===== config.mk =====
export PLATFORM = sky130hd
export DESIGN_NAME = alarm_tone_seq_flat
export DESIGN_NICKNAME = d
export VERILOG_FILES = /design/src/rtl/alarm_tone_seq_if.sv /design/src/rtl/alarm_tone_seq.sv /design/src/flat_wrapper.sv
export SDC_FILE = /design/constraint.sdc
export NUM_CORES = 1
export LEC_CHECK = 0
export BUFFER_PORTS_ARGS = -buffer_cell sky130_fd_sc_hd__buf_2
export CAP_MARGIN = 20
export CORE_AREA = 2 2 69 71
export DETAILED_ROUTE_END_ITERATION = 8
export DIE_AREA = 0 0 71 73
export PLACE_DENSITY_LB_ADDON = 0.15
export SLEW_MARGIN = 5
export SYNTH_ARGS = -nofsm -noshare
export SYNTH_HDL_FRONTEND = slang
export SYNTH_SLANG_ARGS = --single-unit
export TNS_END_PERCENT = 10

===== constraint.sdc =====
create_clock -name clk -period 1.9 [get_ports clk]
set_input_delay 0.095 -clock clk [delete_from_list [all_inputs] [get_ports clk]]
set_output_delay 0.095 -clock clk [all_outputs]
set_load 0.02 [all_outputs]

===== src/rtl/alarm_tone_seq_if.sv =====
// Control/status bundle between the alarm-clock FSM, the tone sequencer and
// the piezo frequency counter.
interface alarm_tone_seq_if;
  logic        alarm_on;
  logic        snooze;
  logic [14:0] note_per;
  logic        clr_freq;
  logic        tone_en;
  logic        busy;
  logic [2:0]  note_idx;

  // Alarm-clock side: requests playback and observes the sequencer.
  modport master (
    output alarm_on,
    output snooze,
    input  note_per,
    input  clr_freq,
    input  tone_en,
    input  busy,
    input  note_idx
  );

  // Sequencer side.
  modport slave (
    input  alarm_on,
    input  snooze,
    output note_per,
    output clr_freq,
    output tone_en,
    output busy,
    output note_idx
  );
endinterface


===== src/rtl/alarm_tone_seq.sv =====
// Alarm melody sequencer: loops an 8-note melody while the alarm is active,
// with silent gaps between notes, a longer pause after the last note and a
// snooze hold-off. Outputs are decoded purely from the state registers.
module alarm_tone_seq #(
  parameter int NOTE_DUR   = 12_500_000,
  parameter int GAP_DUR    = 2_500_000,
  parameter int LOOP_PAUSE = 25_000_000,
  parameter int SNOOZE_DUR = 250_000_000,
  parameter int TW         = 28
) (
  input  logic             clk,
  input  logic             rst,
  alarm_tone_seq_if.slave  bus
);

  typedef enum logic [2:0] {
    IDLE   = 3'd0,
    NOTE   = 3'd1,
    GAP    = 3'd2,
    PAUSE  = 3'd3,
    SNOOZE = 3'd4
  } state_t;

  localparam logic [TW-1:0] NOTE_LAST   = TW'(NOTE_DUR - 1);
  localparam logic [TW-1:0] GAP_LAST    = TW'(GAP_DUR - 1);
  localparam logic [TW-1:0] PAUSE_LAST  = TW'(LOOP_PAUSE - 1);
  localparam logic [TW-1:0] SNOOZE_LAST = TW'(SNOOZE_DUR - 1);

  state_t        state, state_n;
  logic [TW-1:0] timer, timer_n;
  logic [2:0]    idx, idx_n;

  // Melody table: counter period for each of the eight notes.
  function automatic logic [14:0] note_rom(input logic [2:0] i);
    case (i)
      3'd0:    return 15'd23888;
      3'd1:    return 15'd21282;
      3'd2:    return 15'd18960;
      3'd3:    return 15'd17896;
      3'd4:    return 15'd15943;
      3'd5:    return 15'd14204;
      3'd6:    return 15'd12654;
      default: return 15'd11944;
    endcase
  endfunction

  // State, timer and note index registers.
  always_ff @(posedge clk) begin
    if (rst) begin
      state <= IDLE;
      timer <= '0;
      idx   <= '0;
    end else begin
      state <= state_n;
      timer <= timer_n;
      idx   <= idx_n;
    end
  end

  // Next-state logic: alarm drop beats snooze, snooze beats timer expiry.
  always_comb begin
    state_n = state;
    timer_n = timer + 1'b1;
    idx_n   = idx;
    if (!bus.alarm_on) begin
      state_n = IDLE;
      timer_n = '0;
      idx_n   = '0;
    end else if (bus.snooze && (state == NOTE || state == GAP || state == PAUSE)) begin
      state_n = SNOOZE;
      timer_n = '0;
      idx_n   = '0;
    end else begin
      case (state)
        IDLE: begin
          state_n = NOTE;
          timer_n = '0;
          idx_n   = '0;
        end
        NOTE: begin
          if (timer == NOTE_LAST) begin
            state_n = (idx == 3'd7) ? PAUSE : GAP;
            timer_n = '0;
          end
        end
        GAP: begin
          if (timer == GAP_LAST) begin
            state_n = NOTE;
            timer_n = '0;
            idx_n   = idx + 3'd1;
          end
        end
        PAUSE: begin
          if (timer == PAUSE_LAST) begin
            state_n = NOTE;
            timer_n = '0;
            idx_n   = '0;
          end
        end
        SNOOZE: begin
          if (timer == SNOOZE_LAST) begin
            state_n = NOTE;
            timer_n = '0;
            idx_n   = '0;
          end
        end
        default: begin
          state_n = IDLE;
          timer_n = '0;
          idx_n   = '0;
        end
      endcase
    end
  end

  // Moore output decode; the counter is cleared at the start of every note
  // and held clear whenever the piezo is silent.
  always_comb begin
    bus.note_per = '0;
    bus.tone_en  = 1'b0;
    bus.clr_freq = 1'b1;
    bus.busy     = (state != IDLE);
    bus.note_idx = idx;
    if (state == NOTE) begin
      bus.note_per = note_rom(idx);
      bus.tone_en  = 1'b1;
      bus.clr_freq = (timer == '0);
    end
  end

endmodule


===== src/flat_wrapper.sv =====
// flat-port wrapper written by rule: the top's interface ports become plain ports
module alarm_tone_seq_flat 
#(
  parameter int NOTE_DUR   = 12_500_000,
  parameter int GAP_DUR    = 2_500_000,
  parameter int LOOP_PAUSE = 25_000_000,
  parameter int SNOOZE_DUR = 250_000_000,
  parameter int TW         = 28
)
  (clk, rst, bus_alarm_on, bus_snooze, bus_note_per, bus_clr_freq, bus_tone_en, bus_busy, bus_note_idx);
  alarm_tone_seq_if bus_i ();
  input  logic clk;
  input  logic rst;
  input wire logic [$bits(bus_i.alarm_on)-1:0] bus_alarm_on;
  input wire logic [$bits(bus_i.snooze)-1:0] bus_snooze;
  output wire logic [$bits(bus_i.note_per)-1:0] bus_note_per;
  output wire logic [$bits(bus_i.clr_freq)-1:0] bus_clr_freq;
  output wire logic [$bits(bus_i.tone_en)-1:0] bus_tone_en;
  output wire logic [$bits(bus_i.busy)-1:0] bus_busy;
  output wire logic [$bits(bus_i.note_idx)-1:0] bus_note_idx;
  assign bus_i.alarm_on = bus_alarm_on;
  assign bus_i.snooze = bus_snooze;
  assign bus_note_per = bus_i.note_per;
  assign bus_clr_freq = bus_i.clr_freq;
  assign bus_tone_en = bus_i.tone_en;
  assign bus_busy = bus_i.busy;
  assign bus_note_idx = bus_i.note_idx;
  alarm_tone_seq #(.NOTE_DUR(NOTE_DUR), .GAP_DUR(GAP_DUR), .LOOP_PAUSE(LOOP_PAUSE), .SNOOZE_DUR(SNOOZE_DUR), .TW(TW)) u_core (.clk(clk), .rst(rst), .bus(bus_i));
endmodule

==> key figures <==
Pwr
  • Seq pwr share: 0.527
  • Switching pwr: 345 uW
  • Internal power: 1000 uW
  • Net Sw Frac: 0.256
  • Max VDD drop: 335 uV
  • Pwr dens: 442 nW/um^2
  • Clock share of power: 0.388
  • Lkg Pwr: 0.00123 uW
  • Gate power share: 0.085

Critical path
  • Slowest stage cell on the critical path: or4_4
  • Kind of critical path: reg2out
  • Critical Path AT: 1.89 ns
  • Critical-path cell list: buf_4 -> or4_4 -> nor4_2 -> nand4_1 -> o21ai_1 -> buf_4
  • Largest stage delay on the critical path: 0.53 ns
  • WP data required: 1.80 ns
  • Critical path peak fanout: 2
  • Crit start category: flop
  • Critical path capture point type: output port
  • CP most frequent cell: buf_4

Synthesis
  • Compound-gate portion of the synthesized area: 0.186
  • Cells after Synth: 273
  • Top cells by area, synth: dfxtp_1 30%, a211oi_1 9.0%, xor2_1 5.8%
  • Most instantiated library cell after synthesis: dfxtp_1
  • Largest family of logic cells by synthesized area: simple AND/OR/NAND/NOR gates
  • Register bit total from synthesis: 34
  • Async SR Flop Fraction: 0
  • Mux contribution to synthesized area: 0.0183
  • Most used DFF post-synth: dfxtp_1
  • Post-synthesis net count: 285
  • Avg Inst Size Synth: 8.26 um^2
  • Sequential share of the synthesized area: 0.302
  • Number of flops mapped to enable cells by yosys: 0
  • Synth Area in Simple Gates: 0.291
  • Fraction of the mapped netlist area in adder cells: 0.0444
  • Xor/xnor share of the synthesized area: 0.0971
  • Synth Cell Area: 2260 um^2
  • Post-synth top cells: 34 x dfxtp_1, 27 x a211oi_1, 24 x nor2_1
  • Post-synth top area share: 0.302
  • Post-synth top area cell: dfxtp_1
  • Yosys cell types: 48
  • Syn. warnings: 0

Finish
  • Multi-input gate area: 1560 um^2
  • Fin cells: 406
  • Layout cells sized above 1: 0.389
  • Layout net count: 363
  • Fillers: 380
  • Ant diodes: 0
  • Layout area overhead: 35.5%
  • Sequential cell area: 706 um^2

STA
  • Period utilization: 1.05
  • Setup ws final: -0.0897 ns
  • Rel. slew slack: 0.709
  • Tmin final: 1.99 ns
  • Setup violators final: 28
  • FMAX: 503 MHz
  • Measured slew at the worst slew-check pin: 0.434 ns
  • Final hold violation count: 0
  • RSZ-0062 raised after global routing: true
  • Setup skew after layout: 0.00320 ns
  • Pins Over Slew Limit: 0
  • Fin Hold WS: 0.0963 ns

Floorplanning
  • Initial Utilization: 0.497
  • Die X-Extent: 71 um
  • Die Height: 73 um
  • Die area: 5180 um^2
  • Rows: 25
  • I/O pin count: 25
  • Core Area: 4540 um^2

Clocking
  • Reg clk slew, reported paths: 0.07 ns
  • Deepest clock path buffer count: 2
  • CTS tree: done
  • Num CTS Buffers: 5
  • Clk sinks: 34
  • CTS hold repair buffers: 0
  • Skew-Pair Late Insertion Delay: 0.29 ns
  • Htree depth: 2
  • Root Buffer: clkbuf_8

Global route
  • Initial antenna violation count: 0
  • GR Overflow Total: 0
  • Largest net degree at the start of global routing: 28
  • Vias in the first global route: 2193
  • Global-route wire length before repair: 10.7 mm
  • Tot GR Track Use: 0.261

Placed design
  • Buffers added on ports: 24
  • Placed Cells: 394
  • DP HPWL: 4.63 mm
  • RePlAce Congestion: 0.890

Drt
  • Vias per std cell: 5.70
  • ANT nets after route: 0
  • DRC: 0
  • Via Count: 2314
  • DRT Pass-1 Iters: 4
  • Detailed Route Iter0 Violations: 171
  • Final wirelength: 6.42 mm
  • WL/cell: 15.8 um

Outcome
  • Failing checks: negative setup slack
  • Status: finished with violations

Flow run
  • Maxcap violations: 0

Hold path
  • Min-delay worst type: in2reg
cells by family (layout without fill, tap and decap cells):
group | after synthesis | count (layout)
DFF | 34 | 34
xor gates and xnor gates | 25 | 25
and+or+nand+nor | 122 | 122
adders and majority gates | 8 | 8
muxes | 4 | 4
AOI/OAI and AO/OA | 55 | 55
buffers and inverters | 25 | 104
path summary, 6_finish.rpt:
check / start / slack, ns / depth (start not counted) / endpoint
max: u_core.timer[13] / -0.09 / 6 / bus_clr_freq
min: bus_alarm_on / 0.1 / 3 / u_core.state[2]
max reg2reg: u_core.timer[8] / -0.07 / 6 / u_core.timer[23]
min reg2reg: u_core.bus.note_idx[1] / 0.50 / 2 / u_core.bus.note_idx[1]
power by group through the flow:
stage | Combinational, uW | Clock (uW) | Sequential (uW)
6_report | 115 | 524 | 711
5_1_grt | 124 | 568 | 710
4_1_cts | 113 | 539 | 712
3_5_place_dp | 110 | 0 | 730
3_3_place_gp | 110 | 0 | 730
2_1_floorplan | 72.1 | 0 | 731
routing by layer:
metal	part of all wire	global-route usage	routed length, um
met5	0	0	0
met4	0.012	0.0860	80
met3	0.050	0.0428	321
met2	0.49	0.428	3130
met1	0.45	0.352	2890
critical path: cells and delay by family (launching register included):
kind / cells / cell delay (ns)
AOI/OAI and AO/OA: 1 / 0.15
buffers and inverters: 2 / 0.30
DFF: 1 / 0.32
and+or+nand+nor: 3 / 0.84
per-stage QoR:
step	instance area (um^2)	TNS (ns)	utilization	worst slack (ns)	total power, uW
CTS	2980	-1.57	0.657	-0.128	1360
global route	3060	-3.89	0.674	-0.173	1400
global placement	2820	-1.14	0.623	-0.0656	840
floorplan	2320	-0.979	-	-0.0526	803
detailed placement	2820	-1.91	0.623	-0.0796	841
finish	3060	-1.56	0.674	-0.0897	1350
repair_timing:
action / 4_1_cts / 5_1_grt
cloned: 0 / 0
buffers inserted: 1 / 3
pin swaps: 1 / 2
endpoints found under the setup margin: 41 / 40
resized for setup: 19 / 19
registers in the layout, summed over array words and instances (netlist names):
| signal | cells |
|---|---|
| u_core.state | 3 |
| u_core.timer | 28 |
| u_core.bus.note_idx | 3 |
layout make-up:
type / instances / share of cell area
multi-input combinational: 214 / 0.510
sequential: 34 / 0.231
timing repair buffer: 86 / 0.197
clock buffer: 6 / 0.0237
tap: 54 / 0.0221
inverter: 10 / 0.0123
clock inverter: 2 / 0.00327
placed cells by master, fill, tap and decap left out, types with 3 or more instances in the layout:
cell,count
mux2i_1,3
clkbuf_8,5
nor3_2,3
nand4_1,16
and3_1,8
nor3_1,6
nor2_1,23
dfxtp_2,8
ha_2,4
buf_2,23
inv_1,10
dfxtp_1,22
a211oi_1,24
dfxtp_4,4
a211oi_2,3
a21oi_1,9
nand2_1,21
o21ai_0,4
xor2_1,15
or4_4,4
buf_4,59
nor4_1,6
buf_6,4
nand3_1,13
and4_1,3
xnor2_1,10
Power figures use the tool's default switching activity.
